File: src/rtl/player_pkg.sv
// Shared constants for the player pipeline: playfield origin, tile size,
// collision bit indices, direction encodings and playerState field offsets.
package player_pkg;

  localparam int PLAYFIELD_X0 = 144;
  localparam int PLAYFIELD_Y0 = 35;
  localparam int TILE_SHIFT   = 5;

  localparam int COL_LEFT  = 0;
  localparam int COL_BOT   = 1;
  localparam int COL_RIGHT = 2;
  localparam int COL_TOP   = 3;

  localparam logic DIR_LEFT  = 1'b0;
  localparam logic DIR_RIGHT = 1'b1;
  localparam logic DIR_DOWN  = 1'b0;
  localparam logic DIR_UP    = 1'b1;

  // playerState = {xPos[9:0], yPos[9:0], xSpeed[4:0], ySpeed[4:0], xDir, yDir}
  localparam int PS_XPOS_LSB = 22;
  localparam int PS_YPOS_LSB = 12;
  localparam int PS_XSPD_LSB = 7;
  localparam int PS_YSPD_LSB = 2;
  localparam int PS_XDIR     = 1;
  localparam int PS_YDIR     = 0;

  typedef logic signed [10:0] coord_t;

endpackage

File: src/rtl/tile_index_calc.sv
// Pixel coordinate to tile-map address; anything left of / above the origin
// or beyond the map edge is flagged out-of-field and addresses tile 0.
module tile_index_calc
  import player_pkg::*;
#(
  parameter int MAP_COLS = 16,
  parameter int MAP_ROWS = 12
) (
  input  coord_t      px,
  input  coord_t      py,
  output logic        oob,
  output logic [7:0]  addr
);

  coord_t ox, oy, col, row;

  assign ox  = px - coord_t'(PLAYFIELD_X0);
  assign oy  = py - coord_t'(PLAYFIELD_Y0);
  assign col = ox >>> TILE_SHIFT;
  assign row = oy >>> TILE_SHIFT;

  assign oob = (ox < 0) || (oy < 0) ||
               (col >= coord_t'(MAP_COLS)) || (row >= coord_t'(MAP_ROWS));

  assign addr = oob ? 8'd0 : 8'(row[7:0] * 8'(MAP_COLS) + col[7:0]);

endmodule

File: src/rtl/player_collision.sv
// Predicts the sprite's next position and probes its leading edges against the
// tile ROM. Define PLAYER_COL_CORNER_EN to add the diagonal-corner probe.
//
// state    | meaning
// ---------+------------------------------------------------
// IDLE     | waiting for step_req
// LATCH    | sample playerState, register predicted position
// ADDR     | drive tile_addr for probe[probe_idx]
// DATA     | fold ROM data (or out-of-field) into hit flags
// DONE     | col_valid high, playerCol holds new result
module player_collision
  import player_pkg::*;
#(
  parameter int MAP_COLS = 16,
  parameter int MAP_ROWS = 12,
  parameter int SPRITE_W = 32
) (
  input  logic        sim_clk,
  input  logic        reset_n,
  input  logic        step_req,
  input  logic [31:0] playerState,
  output logic [7:0]  tile_addr,
  input  logic        tile_solid,
  output logic [3:0]  playerCol,
  output logic        col_valid,
  output logic        busy
);

  localparam logic [2:0] ST_IDLE  = 3'd0;
  localparam logic [2:0] ST_LATCH = 3'd1;
  localparam logic [2:0] ST_ADDR  = 3'd2;
  localparam logic [2:0] ST_DATA  = 3'd3;
  localparam logic [2:0] ST_DONE  = 3'd4;

`ifdef PLAYER_COL_CORNER_EN
  localparam logic [2:0] LAST_PROBE = 3'd4;
`else
  localparam logic [2:0] LAST_PROBE = 3'd3;
`endif

  localparam coord_t SPAN = coord_t'(SPRITE_W - 1);

  logic [2:0] state;
  logic [2:0] probe_idx;
  coord_t     nx_r, ny_r;
  logic       x_dir_r, y_dir_r;
  logic       oob_r;
  logic       hit_h, hit_v, hit_c;

  logic [9:0] x_pos, y_pos;
  logic [4:0] x_spd, y_spd;
  logic       x_dir, y_dir;
  coord_t     vs_c, nx_c, ny_c;

  assign x_pos = playerState[PS_XPOS_LSB +: 10];
  assign y_pos = playerState[PS_YPOS_LSB +: 10];
  assign x_spd = playerState[PS_XSPD_LSB +: 5];
  assign y_spd = playerState[PS_YSPD_LSB +: 5];
  assign x_dir = playerState[PS_XDIR];
  assign y_dir = playerState[PS_YDIR];

  // Resting on the ground still needs a 1-pixel downward probe to see the floor.
  always_comb begin
    vs_c = coord_t'({6'b0, y_spd});
    if (y_dir == DIR_DOWN && y_spd == 5'd0) vs_c = 11'sd1;
    nx_c = (x_dir == DIR_RIGHT) ? coord_t'({1'b0, x_pos}) + coord_t'({6'b0, x_spd})
                                : coord_t'({1'b0, x_pos}) - coord_t'({6'b0, x_spd});
    ny_c = (y_dir == DIR_UP) ? coord_t'({1'b0, y_pos}) - vs_c
                             : coord_t'({1'b0, y_pos}) + vs_c;
  end

  coord_t lead_x, lead_y, probe_x, probe_y;
  logic   calc_oob;
  logic [7:0] calc_addr;

  assign lead_x = (x_dir_r == DIR_RIGHT) ? nx_r + SPAN : nx_r;
  assign lead_y = (y_dir_r == DIR_UP) ? ny_r : ny_r + SPAN;

  always_comb begin
    probe_x = lead_x;
    probe_y = lead_y;
    case (probe_idx)
      3'd0: begin probe_x = lead_x;      probe_y = ny_r;        end
      3'd1: begin probe_x = lead_x;      probe_y = ny_r + SPAN; end
      3'd2: begin probe_x = nx_r;        probe_y = lead_y;      end
      3'd3: begin probe_x = nx_r + SPAN; probe_y = lead_y;      end
      default: begin probe_x = lead_x;   probe_y = lead_y;      end
    endcase
  end

  tile_index_calc #(
    .MAP_COLS (MAP_COLS),
    .MAP_ROWS (MAP_ROWS)
  ) u_tile_index_calc (
    .px   (probe_x),
    .py   (probe_y),
    .oob  (calc_oob),
    .addr (calc_addr)
  );

  assign tile_addr = (state == ST_ADDR) ? calc_addr : 8'd0;
  assign busy      = (state != ST_IDLE);

  logic       solid;
  logic       hit_h_nx, hit_v_nx, hit_c_nx, v_final;
  logic [3:0] col_nx;

  assign solid = oob_r | tile_solid;

  always_comb begin
    hit_h_nx = hit_h;
    hit_v_nx = hit_v;
    hit_c_nx = hit_c;
    if (state == ST_DATA) begin
      case (probe_idx)
        3'd0, 3'd1: hit_h_nx = hit_h | solid;
        3'd2, 3'd3: hit_v_nx = hit_v | solid;
        default:    hit_c_nx = hit_c | solid;
      endcase
    end
`ifdef PLAYER_COL_CORNER_EN
    v_final = hit_v_nx | (hit_c_nx & ~hit_h_nx & ~hit_v_nx);
`else
    v_final = hit_v_nx;
`endif
    col_nx            = 4'b0000;
    col_nx[COL_LEFT]  = hit_h_nx & (x_dir_r == DIR_LEFT);
    col_nx[COL_RIGHT] = hit_h_nx & (x_dir_r == DIR_RIGHT);
    col_nx[COL_BOT]   = v_final & (y_dir_r == DIR_DOWN);
    col_nx[COL_TOP]   = v_final & (y_dir_r == DIR_UP);
  end

  always_ff @(posedge sim_clk) begin
    if (!reset_n) begin
      state     <= ST_IDLE;
      probe_idx <= 3'd0;
      nx_r      <= '0;
      ny_r      <= '0;
      x_dir_r   <= 1'b0;
      y_dir_r   <= 1'b0;
      oob_r     <= 1'b0;
      hit_h     <= 1'b0;
      hit_v     <= 1'b0;
      hit_c     <= 1'b0;
      playerCol <= 4'b0000;
      col_valid <= 1'b0;
    end else begin
      col_valid <= 1'b0;
      case (state)
        ST_IDLE: begin
          if (step_req) state <= ST_LATCH;
        end
        ST_LATCH: begin
          nx_r      <= nx_c;
          ny_r      <= ny_c;
          x_dir_r   <= x_dir;
          y_dir_r   <= y_dir;
          probe_idx <= 3'd0;
          hit_h     <= 1'b0;
          hit_v     <= 1'b0;
          hit_c     <= 1'b0;
          state     <= ST_ADDR;
        end
        ST_ADDR: begin
          oob_r <= calc_oob;
          state <= ST_DATA;
        end
        ST_DATA: begin
          hit_h <= hit_h_nx;
          hit_v <= hit_v_nx;
          hit_c <= hit_c_nx;
          if (probe_idx == LAST_PROBE) begin
            playerCol <= col_nx;
            col_valid <= 1'b1;
            state     <= ST_DONE;
          end else begin
            probe_idx <= probe_idx + 3'd1;
            state     <= ST_ADDR;
          end
        end
        ST_DONE: state <= ST_IDLE;
        default: state <= ST_IDLE;
      endcase
    end
  end

endmodule

File: config.mk
export PLATFORM = sky130hd
export DESIGN_NAME = player_collision
export DESIGN_NICKNAME = d
export VERILOG_FILES = /design/src/rtl/player_pkg.sv /design/src/rtl/tile_index_calc.sv /design/src/rtl/player_collision.sv
export SDC_FILE = /design/constraint.sdc
export NUM_CORES = 1
export LEC_CHECK = 0
export ABC_AREA = 1
export CORE_AREA = 2 2 88 90
export CTS_BUF_LIST = sky130_fd_sc_hd__clkbuf_2 sky130_fd_sc_hd__clkbuf_4 sky130_fd_sc_hd__clkbuf_8
export DETAILED_ROUTE_END_ITERATION = 10
export DIE_AREA = 0 0 90 92
export GPL_ROUTABILITY_DRIVEN = 0
export MAX_ROUTING_LAYER = met4
export PLACE_DENSITY = 0.75
export SETUP_SLACK_MARGIN = 0.05
export SLEW_MARGIN = 5
export SYNTH_ARGS = -nofsm -noshare
export SYNTH_HDL_FRONTEND = slang
export SYNTH_SLANG_ARGS = --single-unit
File: constraint.sdc
create_clock -name sim_clk -period 3.7 [get_ports sim_clk]
set_clock_uncertainty 0.1 [all_clocks]
set_input_delay 0.37 -clock sim_clk [delete_from_list [all_inputs] [get_ports sim_clk]]
set_output_delay 0.37 -clock sim_clk [all_outputs]
set_load 0.01 [all_outputs]
### Word-level counts from Yosys, hierarchy flattened

Cells that the tools add are included.

* add/sub/neg operators: 10
* $lt $le $gt $ge: 4
* equality and inequality tests: 8
* multiplexer cells: 21
* bitwise logic cells: 10
* reduce and logical (&&, ||, !) cells: 14

Operators with widths (number)
* $mux 11: 4
* $pmux 11 s2: 2
* $add 10x5->11: 2
* $add 11x6->11 const B: 2
* $lt 11x1->1 const B: 2
* $sub 10x5->11: 2
* $mux 8: 2
* $eq 3x2->1 const B: 4
* $pmux 3 s4: 1
* $sub 11x7->11 const B: 1
* $sub 11x9->11 const B: 1
* $mux 3: 3
* $add 8x6->8: 1
* $eq 3x1->1 const B: 2
* $ge 6x5->1 const B: 1
* $ge 6x6->1 const B: 1
* $logic_not 3->1: 2
* $pmux 3 s2: 1
* $reduce_and 2->1: 3
* $logic_not 5->1: 1
* $mux 1: 5
* $mux 5: 1
* $and 1x1->1: 4
* $ne 2x2->1 const B: 2
* other kinds (9): 17

* register bits after elaboration: 38
* input port bits: 36
* output and inout bits: 14
* logic and storage cells: 78

### Depth between registers and ports, before layout

* depth in word-level cells: 10
* mapped depth: 24
* mapped depth without buffers: 23

### By module

Synthesis repeated with hierarchy kept, for this count alone.

* cell total of the unflattened synthesis: 652
* area total of the unflattened synthesis: 4012.6 um^2

Modules (own cells, without submodules)
* player_collision: instances 1, cells an instance 571, area an instance 3535.9 um^2
* tile_index_calc: instances 1, cells an instance 81, area an instance 476.7 um^2

### Least setup slack after synthesis

No wires, ideal clock.

* path kind: register to output
* start point: register probe_idx[0]
* end point: output tile_addr[7]
* arrival time: 2.962 ns
* required time: 3.230 ns
* slack: 0.268 ns
* cell stages (with the launch flop): 23
* path through: dfxtp_1 ha_1 ha_1 inv_1 nand2_1 buf_6 a21oi_1 nand2_1 nand2_1 ha_1 nand2_1 nand2_1 nand3_1 nand2_1 inv_1 ha_1 nand2_1 nand2_1 a31oi_1 nand3_1 nand2_1 inv_1 nor3_2

* word-level cells in the longest chain between the ends: 9
* elaborated cells between the ends (all ways): 18
* classes of those cells: 3 x add/sub; 4 x order compare; 3 x eq/ne; 4 x mux; 4 x reduce/logical

Ends and longest elaborated chain
* from (decl): RTL line player_collision.sv:44 `logic [2:0] probe_idx;`
* from (signal assigned): RTL line player_collision.sv:177 `probe_idx <= probe_idx + 3'd1;`
* $eq 3x2->1 (tied with other cells): RTL line player_collision.sv:82 `case (probe_idx)`
* $pmux 11 s2: RTL line player_collision.sv:82
* $sub 11x9->11 / $sub 11x7->11 (equally long branches): RTL line tile_index_calc.sv:17, tile_index_calc.sv:18
* $lt 11x1->1: RTL line tile_index_calc.sv:22 `assign oob = (ox < 0) || (oy < 0) ||`
* $logic_or 1x1->1 (2 in a row): RTL line tile_index_calc.sv:22
* $logic_or 1x1->1: RTL line tile_index_calc.sv:23 `(col >= coord_t'(MAP_COLS)) || (row >= coord_t'(MAP_ROWS));`
* $mux 8 (*): RTL line tile_index_calc.sv:25 `assign addr = oob ? 8'd0 : 8'(row[7:0] * 8'(MAP_COLS) + col[7:0]);`
* $mux 8 (*): RTL line player_collision.sv:101 `assign tile_addr = (state == ST_ADDR) ? calc_addr : 8'd0;`
* to (decl): RTL line player_collision.sv:22 `output logic [7:0] tile_addr,`

Every way passes the cells marked *; elsewhere a longest branch is shown, timed or not.

### Worst setup path after layout

Ends and elaborated chain as after synthesis.

==> results.py <==
metrics = {
    "layout": {
        "drive_gt1_share_pct": 15.9,
        "layout_common_cells": "nand2_1, inv_1, nand3_1",
        "layout_commonest_cell": "nand2_1",
        "design_area_um2": 5010,
        "antenna_cells": 0,
        "final_core_util_pct": 67.2,
        "area_growth_pct": 26.1,
        "nets": 778,
    },
    "global_route": {
        "grt.overflow.total": 0,
        "grt_pass1_wl_um": 16500,
        "antenna_found_initial": 0,
        "grt_max_degree": 30,
        "grt_pass1_vias": 4009,
        "grtUsageTotal_pct": 23.9,
    },
    "synthesis": {
        "synth_top_area_share_pct": 19.2,
        "synth_fp_nets": 709,
        "synthCells": 636,
        "syn_avg_cell_area_um2": 6.24,
        "yosysTopAreaCell": "dfxtp_1",
        "ys_types": 39,
        "ys_top_cells_by_area": "dfxtp_1, nand2_1, ha_1",
        "ys_ff_latch": 38,
        "netlist_area_um2": 3970,
        "yosys_warnings": 0,
        "ys_seq_area_share_pct": 19.2,
    },
    "setup_path": {
        "critPathCaptureType": "primary output",
        "worstPathArrival_ns": 3.07,
        "r2r_end": "oob_r$_SDFFE_PN0P_",
        "startpoint_type": "register",
        "critPathKind": "reg2out",
        "reg2reg_setup_slack_ns": 1.25,
        "rr_worst_depth": 16,
        "r2r_start": "probe_idx[1]$_SDFFE_PN0P_",
        "crit_path_max_fanout": 3,
        "worstPathRequired_ns": 3.23,
    },
    "sta": {
        "final_max_slew_viol_count": 0,
        "slew_headroom_pct": 49.0,
        "rsz0062_at_grt": "yes",
        "max_slew.worst_pin.slew_ns": 0.764,
        "setup_viol": 0,
        "fmax_ghz": 0.283,
        "post-route-period-util_pct": 95.6,
        "fin_setup_tns_ns": 0,
        "setup_slack_ns": 0.162,
        "period_needed_ns": 3.54,
        "final-hold-violation-count": 0,
    },
    "pwr": {
        "powerDensity_nw_per_um2": 378,
        "p_leak_nw": 2.45,
        "finalPower_mw": 1.89,
        "ir_worst_vdd_mv": 0.210,
    },
    "cts": {
        "postCtsHoldBufs": 0,
        "cts_tree": "done",
        "cts_htree_levels": 2,
        "clock_latency_ns": 0.29,
        "clk_pin_slew_ns": 0.08,
        "cts_sinks": 38,
        "cts-buffers-inserted": 5,
        "ctsLongestPathBuffers": 2,
        "cts_root_buf": "clkbuf_8",
    },
    "floorplanning": {
        "dieArea_um2": 8280,
        "rows": 32,
        "io_pins": 50,
        "die_h_um": 92,
        "die_x_um": 90,
        "initial_utilization_pct": 53.3,
        "coreArea_um2": 7450,
    },
    "route": {
        "wirelength_um": 10000,
        "detail_route.wl_per_cell_um": 12.4,
        "ant_nets": 0,
        "vias": 4273,
        "vias_per_cell": 5.29,
        "drcViolationCount": 0,
        "drt_iter0_drc": 179,
        "firstDrtPassIters": 6,
    },
    "min_path": {
        "hold_depth": 1,
        "hold_start": "state[2]$_SDFFE_PN0P_",
        "hp-class": "reg2reg",
        "hold_end": "state[0]$_SDFFE_PN0P_",
    },
    "place": {
        "numPortBuffers": 49,
        "dp_hpwl_um": 7670,
        "post_dp_cell_area_um2": 4690,
        "dpl_worst_slack_ns": -0.219,
    },
    "outcome": {
        "status": "completed",
    },
    "run": {
        "drv_cap": 0,
    },
}
## sequential cells by signal, indices dropped and copies added, names as in the netlist, 3 cells and up
signal     cells
state          3
probe_idx      3
ny_r          11
nx_r          11
playerCol      4
## logic make-up after synthesis
family / after synthesis / share of synthesized area, %
flip-flops: 38 / 19.2
buffers and inverters: 122 / 12.0
AND/OR/NAND/NOR: 295 / 35.0
XOR/XNOR: 17 / 3.75
AO/OA/AOI/OAI: 127 / 17.9
adder cells (fa/ha/maj): 37 / 12.2
## layer usage
metal	share of wire (%)	global-route usage, %	wire length (um)
met5	0	-	0
met4	1.8	7.56	180
met3	4.6	2.38	462
met2	49	44.2	4920
met1	44	27.2	4440
## critical path: stages (launching register included)
cell and delay [ns]:
dfxtp_2 0.36, inv_2 0.11, ha_4 0.16, nand2_4 0.06, buf_6 0.13, o21ai_2 0.14, o21bai_1 0.14, nand2_1 0.10
ha_2 0.19, nand2_2 0.06, nand2_2 0.06, nand2_1 0.07, nand2_1 0.07, nand2_2 0.09, inv_2 0.06, buf_6 0.12
ha_2 0.17, nand2_1 0.06, nand2_1 0.06, a31oi_2 0.15, nand3_1 0.09, nand2_1 0.07, inv_1 0.04, nor3_2 0.08
buf_2 0.14
## stage by stage
step / hold slack (ns) / cells
floorplan: 0.340 / 636
global placement: 0.361 / 795
detailed placement: 0.376 / 795
CTS: 0.385 / 805
global route: 0.403 / 808
finish: 0.394 / 808
## cell type report
| class | count | area, um^2 |
|---|---|---|
| fillers | 682 | 2440 |
| repair buffers | 76 | 694 |
| multi-input cells | 476 | 2870 |
| well taps | 102 | 128 |
| inverters | 108 | 410 |
| clock inverters | 2 | 60.1 |
| flip-flops and latches | 38 | 764 |
| clock buffers | 6 | 82.6 |
## worst max path at each step
stage,from,to,slack [ns],cells after the start
floorplan,probe_idx[0]$_SDFFE_PN0P_,tile_addr[7],0.27,22
global placement,probe_idx[0]$_SDFFE_PN0P_,tile_addr[7],-0.06,23
detailed placement,probe_idx[0]$_SDFFE_PN0P_,tile_addr[7],-0.22,23
CTS,probe_idx[0]$_SDFFE_PN0P_,tile_addr[7],0.06,24
global route,probe_idx[1]$_SDFFE_PN0P_,tile_addr[7],-0.03,24
finish,probe_idx[0]$_SDFFE_PN0P_,tile_addr[7],0.16,24
## cells in the mapped netlist
library cell and instances:
a31o_2 2, a31oi_1 4, nand3b_1 1, nand3_2 5
nand2_2 5, nor2_1 37, inv_4 1, buf_2 1
o221ai_1 1, ha_1 34, nand3_1 53, or2_2 4
o21bai_2 1, nand4_1 10, o21ai_0 44, buf_1 1
nor3b_1 2, o31ai_1 1, o211ai_1 10, nand3_4 1
a21o_1 1, xor2_1 11, o21bai_1 2, dfxtp_1 38
nor3_1 7, o2111ai_1 4, a21oi_1 51, o22ai_1 2
inv_2 4, inv_1 103, xnor2_1 6, clkbuf_1 10
nand2_1 151, nor3_2 8, o21ai_1 4, fa_1 3
buf_6 2, nand2_4 5, nor2_2 6
## power by group
part	internal (mW)	switching (mW)
Sequential	0.447	0.0466
Clock	0.288	0.153
Combinational	0.400	0.559
## what timing repair did
action                                 4_1_cts  5_1_grt
gates resized for setup                     23       35
pin swaps                                    3       21
endpoints found under the hold margin        0        0
setup endpoints to repair                    4        8
buffers inserted                             2        3
No activity file was read; power rests on OpenSTA's default activity.
